[src/rtl/array_stim_gen.sv]
// Multi-channel lockstep burst generator (CONST/INCR/XORSHIFT/WALK1) for array bring-up and BIST.
// Optional XOR signature accumulation is built only when STIM_SIGNATURE_EN is defined.
module array_stim_gen #(
  parameter int N_CH   = 8,
  parameter int DATA_W = 64,
  parameter int LEN_W  = 16
) (
  input  logic                     clk,
  input  logic                     rstn,
  input  logic                     start,
  input  logic                     abort,
  input  logic [1:0]               cfg_mode,
  input  logic [LEN_W-1:0]         cfg_len,
  input  logic [DATA_W-1:0]        cfg_seed,
  input  logic                     cfg_bcast,
  input  logic [N_CH-1:0]          ch_ready,
  output logic [N_CH-1:0]          ch_valid,
  output logic [N_CH*DATA_W-1:0]   ch_data,
  output logic                     busy,
  output logic                     done,
  output logic [LEN_W-1:0]         beat_cnt,
  output logic [DATA_W-1:0]        signature,
  output logic [1:0]               dbg_state
);

  // Handshake: a beat transfers on a clock edge where ch_valid is high and every
  // ch_ready bit is high; until then ch_data and ch_valid stay frozen. ch_valid is
  // driven from state only, so there is no combinational path from ch_ready.

  localparam logic [1:0] MODE_CONST    = 2'd0;
  localparam logic [1:0] MODE_INCR     = 2'd1;
  localparam logic [1:0] MODE_XORSHIFT = 2'd2;
  localparam logic [1:0] MODE_WALK1    = 2'd3;

  typedef enum logic [1:0] {
    S_IDLE = 2'd0,
    S_RUN  = 2'd1,
    S_DONE = 2'd2
  } state_t;

  state_t            state_q, state_d;
  logic [1:0]        mode_q;
  logic [LEN_W-1:0]  len_q;
  logic              load;
  logic              accept;
  logic              last_beat;

  function automatic logic [DATA_W-1:0] xorshift(input logic [DATA_W-1:0] x);
    logic [DATA_W-1:0] y;
    y = x;
    y = y ^ (y << 13);
    y = y ^ (y >> 7);
    y = y ^ (y << 17);
    return y;
  endfunction

  function automatic logic [DATA_W-1:0] next_beat(input logic [1:0] mode,
                                                  input logic [DATA_W-1:0] x);
    logic [DATA_W-1:0] y;
    y = x;
    case (mode)
      MODE_INCR:     y = x + 1'b1;
      MODE_XORSHIFT: y = xorshift(x);
      MODE_WALK1:    y = {x[DATA_W-2:0], x[DATA_W-1]};
      default:       y = x;
    endcase
    return y;
  endfunction

  assign load      = (state_q == S_IDLE) && start;
  assign accept    = (state_q == S_RUN) && (&ch_ready);
  assign last_beat = (beat_cnt == (len_q - 1'b1));

  always_comb begin
    state_d = state_q;
    case (state_q)
      S_IDLE: if (start) state_d = (cfg_len == '0) ? S_DONE : S_RUN;
      S_RUN: begin
        if (abort)                      state_d = S_IDLE;
        else if (accept && last_beat)   state_d = S_DONE;
      end
      S_DONE:  state_d = S_IDLE;
      default: state_d = S_IDLE;
    endcase
  end

  always_ff @(posedge clk or negedge rstn) begin
    if (!rstn) begin
      state_q  <= S_IDLE;
      mode_q   <= MODE_CONST;
      len_q    <= '0;
      beat_cnt <= '0;
    end else begin
      state_q <= state_d;
      if (load) begin
        mode_q   <= cfg_mode;
        len_q    <= cfg_len;
        beat_cnt <= '0;
      end else if (accept) begin
        beat_cnt <= beat_cnt + 1'b1;
      end
    end
  end

  assign ch_valid  = {N_CH{state_q == S_RUN}};
  assign busy      = (state_q != S_IDLE);
  assign done      = (state_q == S_DONE);
  assign dbg_state = state_q;

  // Each channel register holds the beat currently presented and advances on accept.
  for (genvar c = 0; c < N_CH; c++) begin : g_ch
    localparam int ROT = c % DATA_W;
    logic [DATA_W-1:0] seed_rot;
    logic [DATA_W-1:0] seed_c;
    logic [DATA_W-1:0] init_c;
    logic [DATA_W-1:0] data_q;

    if (ROT == 0) begin : g_r0
      assign seed_rot = cfg_seed;
    end else begin : g_rn
      assign seed_rot = {cfg_seed[DATA_W-1-ROT:0], cfg_seed[DATA_W-1:DATA_W-ROT]};
    end

    assign seed_c = cfg_bcast ? cfg_seed : seed_rot;

    always_comb begin
      init_c = seed_c;
      case (cfg_mode)
        MODE_XORSHIFT: init_c = (seed_c == '0) ? '1 : seed_c;
        MODE_WALK1:    init_c = {{(DATA_W-1){1'b0}}, 1'b1} << ROT;
        default:       init_c = seed_c;
      endcase
    end

    always_ff @(posedge clk or negedge rstn) begin
      if (!rstn)       data_q <= '0;
      else if (load)   data_q <= init_c;
      else if (accept) data_q <= next_beat(mode_q, data_q);
    end

    assign ch_data[c*DATA_W +: DATA_W] = data_q;
  end

`ifdef STIM_SIGNATURE_EN
  logic [DATA_W-1:0] beat_xor;

  always_comb begin
    beat_xor = '0;
    for (int c = 0; c < N_CH; c++) beat_xor = beat_xor ^ ch_data[c*DATA_W +: DATA_W];
  end

  always_ff @(posedge clk or negedge rstn) begin
    if (!rstn)       signature <= '0;
    else if (load)   signature <= '0;
    else if (accept) signature <= signature ^ beat_xor;
  end
`else
  assign signature = '0;
`endif

endmodule

[config.mk]
export PLATFORM = sky130hd
export DESIGN_NAME = array_stim_gen
export DESIGN_NICKNAME = d
export VERILOG_FILES = /design/src/rtl/array_stim_gen.sv
export SDC_FILE = /design/constraint.sdc
export NUM_CORES = 2
export LEC_CHECK = 0
export BUFFER_PORTS_ARGS = -buffer_cell sky130_fd_sc_hd__clkbuf_2
export CORE_AREA = 5 5 395 397
export CTS_BUF_LIST = sky130_fd_sc_hd__clkbuf_2 sky130_fd_sc_hd__clkbuf_4 sky130_fd_sc_hd__clkbuf_8
export CTS_CLUSTER_SIZE = 20
export DETAILED_ROUTE_END_ITERATION = 6
export DIE_AREA = 0 0 400 402
export PLACE_DENSITY = 0.66
export SLEW_MARGIN = 40
export SYNTH_ARGS = -nofsm -noshare
export SYNTH_HDL_FRONTEND = slang
export SYNTH_SLANG_ARGS = --single-unit
[constraint.sdc]
create_clock -name clk -period 3.4 [get_ports clk]
set_input_delay 0.68 -clock clk [delete_from_list [all_inputs] [get_ports clk]]
set_output_delay 0.68 -clock clk [all_outputs]
set_load 0.01 [all_outputs]
==> results.json <==
{
  "rsz0062_at_grt": "false",
  "relSlewSlack": 0.3369,
  "ys_seq_area_frac": 0.2273,
  "min_period_ns": 3.306,
  "tightest_slew_ns": 0.9922,
  "placed_cells": 10970,
  "cp.arrival_ns": 4.11,
  "wl_per_cell_um": 38.96,
  "clock_latency_ns": 0.92,
  "regArea_sq_um": 13710,
  "synth_area_sq_um": 60340,
  "cts_tree": "yes",
  "cts.htree.levels": 3,
  "intPower_mw": 30.10,
  "ys_warn_count": 0,
  "fmax_ghz": 0.3025,
  "avgSynthCellArea_sq_um": 7.374,
  "drtAntennaViolNets": 0,
  "clock-sinks": 548,
  "postLayoutCoreUtil": 0.4931,
  "rows": 143,
  "wl_um": 438400,
  "maxSlewViolCount": 0,
  "synth_most_common_cell": "xnor2_1",
  "synthCells": 8183,
  "max-cap-violations": 0,
  "grt_first_pass_wirelength_um": 595100,
  "netlist.area_leader.share": 0.2273,
  "hp-class": "input port to flop",
  "dr_total_vias": 78232,
  "synth_top_area_cell": "dfrtp_1",
  "synth_cell_types": 94,
  "fill_cells": 15271,
  "grt_max_degree": 124,
  "period_share": 0.9723,
  "crit_type": "flop to flop",
  "drive_gt1_frac": 0.2260,
  "setup_ws_ns": 0.09415,
  "cp_max_fo": 7,
  "fp.coreArea_sq_um": 151500,
  "root_buffer": "clkbuf_8",
  "synthArstFlopShare": 1.000,
  "vdd_drop_max_uv": 485.7,
  "synth_edf_count": 0,
  "status": "finished with violations",
  "power_frac_clock": 0.139,
  "synth_commonest_cells": "1177 x xnor2_1, 801 x clkbuf_1, 783 x nand2_1, 657 x o21ai_0, 558 x nor2_1",
  "finalSetupViolCount": 0,
  "die_y_um": 402,
  "final_hold_viol_count": 0,
  "comb_power_share": 0.680,
  "io_pins": 699,
  "drt-pass1-iter-count": 7,
  "switching_share": 0.5335,
  "p_switching_mw": 34.43,
  "drt-initial-drc-count": 13232,
  "synth.area.top_cells": "dfrtp_1 23%, xnor2_1 17%, xor2_1 6.1%",
  "hold_slack_ns": 0.05163,
  "end_kind": "flop",
  "clock-skew-final_ns": 0.07449,
  "power_frac_seq": 0.181,
  "die_area_sq_um": 160800,
  "synth_flop_cell": "dfrtp_1",
  "yosys_register_bits": 548,
  "synthToLayoutAreaGrowth_pct": 23.85,
  "initial_utilization": 0.3982,
  "drc_errors": 5,
  "path_clk_slew_ns": 0.07,
  "dp_hpwl_um": 323900,
  "cts_made_buffers": 115,
  "die_w_um": 400,
  "fin_cells": 11253,
  "overflow": 0,
  "grt_usage": 0.5178,
  "finalWeightedCongestion": 1.084,
  "finalInstanceArea_sq_um": 74730,
  "fin_nets": 9175,
  "antenna_found_initial": 63,
  "leakagePower_nw": 30.05,
  "multi_input_comb_area_sq_um": 42440,
  "violations": "DRC",
  "portBuffers": 634,
  "startpoint_type": "flop",
  "dpl_worst_slack_ns": -0.4560,
  "clockBufferDepth": 3,
  "dpl_cell_area_sq_um": 71680,
  "worst_ep_required_time_ns": 4.20,
  "grt_pass1_vias": 72266,
  "vias_per_cell": 6.952,
  "p_per_area_nw_per_um2": 863.5
}
[metal layers]
metal  part of all wire  global-route usage
met2               0.40              0.7217
met4              0.096              0.3784
met5            0.00076             0.01574
met1               0.36              0.6390
met3               0.14              0.2074
[placed cells by master (no fill, tap or decap), types with 21 or more instances in the layout]
master       n
xnor2_1   1177
buf_4     1014
nand2_1    771
o21ai_0    656
clkbuf_2   632
nor2_1     551
dfrtp_1    548
a21oi_1    490
xor2_1     421
a31oi_1    332
nand3_1    301
a22oi_1    189
and3_1     184
a221oi_1   182
clkbuf_8   157
nor3_1     156
nand4_1    126
buf_12      97
o211ai_1    85
nor4_1      75
conb_1      64
o22a_1      57
diode_2     55
inv_1       54
o22ai_1     54
o221ai_1    49
a221o_1     49
a311oi_1    36
and4_1      34
o31ai_1     32
and2_1      30
or3_1       30
mux2i_1     28
a211oi_1    24
clkinv_2    23
a21o_1      23
o21a_1      22
clkbuf_4    21
[layout make-up]
type,instances,area share
Multi-Input combinational cell,6587,0.5679
Sequential cell,548,0.1835
Antenna cell,55,0.001842
Clock inverter,39,0.006412
Clock buffer,178,0.03102
Tap cell,2030,0.03399
Timing Repair Buffer,1758,0.1724
Inverter,58,0.002963
[through the flow]
| step | total power, mW | setup TNS, ns |
|---|---|---|
| after floorplan | 37.34 | 0 |
| after global placement | 53.51 | -21.47 |
| after detailed placement | 53.48 | -22.64 |
| after CTS | 62.57 | 0 |
| after global routing | 65.99 | 0 |
| final | 64.53 | 0 |
[cell families after synthesis]
logic type,count (synthesis),synth area share
AND/OR/NAND/NOR,2417,0.1920
flip-flops,548,0.2273
XOR/XNOR,1599,0.2323
multiplexers,47,0.008191
other,1,0.00006215
buffers and inverters,1111,0.07591
AO/OA/AOI/OAI,2448,0.2617
adder cells (fa/ha/maj),12,0.002488
[sequential cells by signal, summed over array words and instances, names as in the netlist]
name         count
g_ch.data_q    512
mode_q           2
len_q           16
dbg_state        2
beat_cnt        16
[worst max-delay path: stages (launching register included)]
cell and delay (ns):
dfrtp_1 0.37, ha_1 0.18, nand3_1 0.24, or3_1 0.57
or3_1 0.59, nor2_2 0.37, nand2_1 0.18, or4_1 0.43
a21oi_1 0.16, or3_1 0.11
[worst paths after layout]
kind / from / end / slack (ns) / depth (start not counted)
max in group asynchronous: rstn / g_ch[5].data_q[27] / 1.91 / 3
min: cfg_len[8] / len_q[8] / 0.05 / 3
max: g_ch[6].data_q[0] / g_ch[6].data_q[62] / 0.09 / 9
max reg2reg: g_ch[6].data_q[0] / g_ch[6].data_q[62] / 0.09 / 9
min reg2reg: len_q[15] / len_q[15] / 0.50 / 2
min in group asynchronous: rstn / len_q[7] / 0.31 / 2
[power by group through the flow]
stage	logic, mW	registers [mW]	clock network [mW]
detailed placement	42.0	11.5	0
floorplan	27.0	10.4	0
global route	45.1	11.6	9.21
global placement	42.0	11.5	0
finish	43.9	11.7	8.97
CTS	42.2	11.4	8.95
[repair_timing]
item	CTS	global route
gates resized for setup	0	0
hold buffers	11	0
endpoints found under the hold margin	32	0
buffers inserted	0	0
No activity file was read; power rests on OpenSTA's default activity.
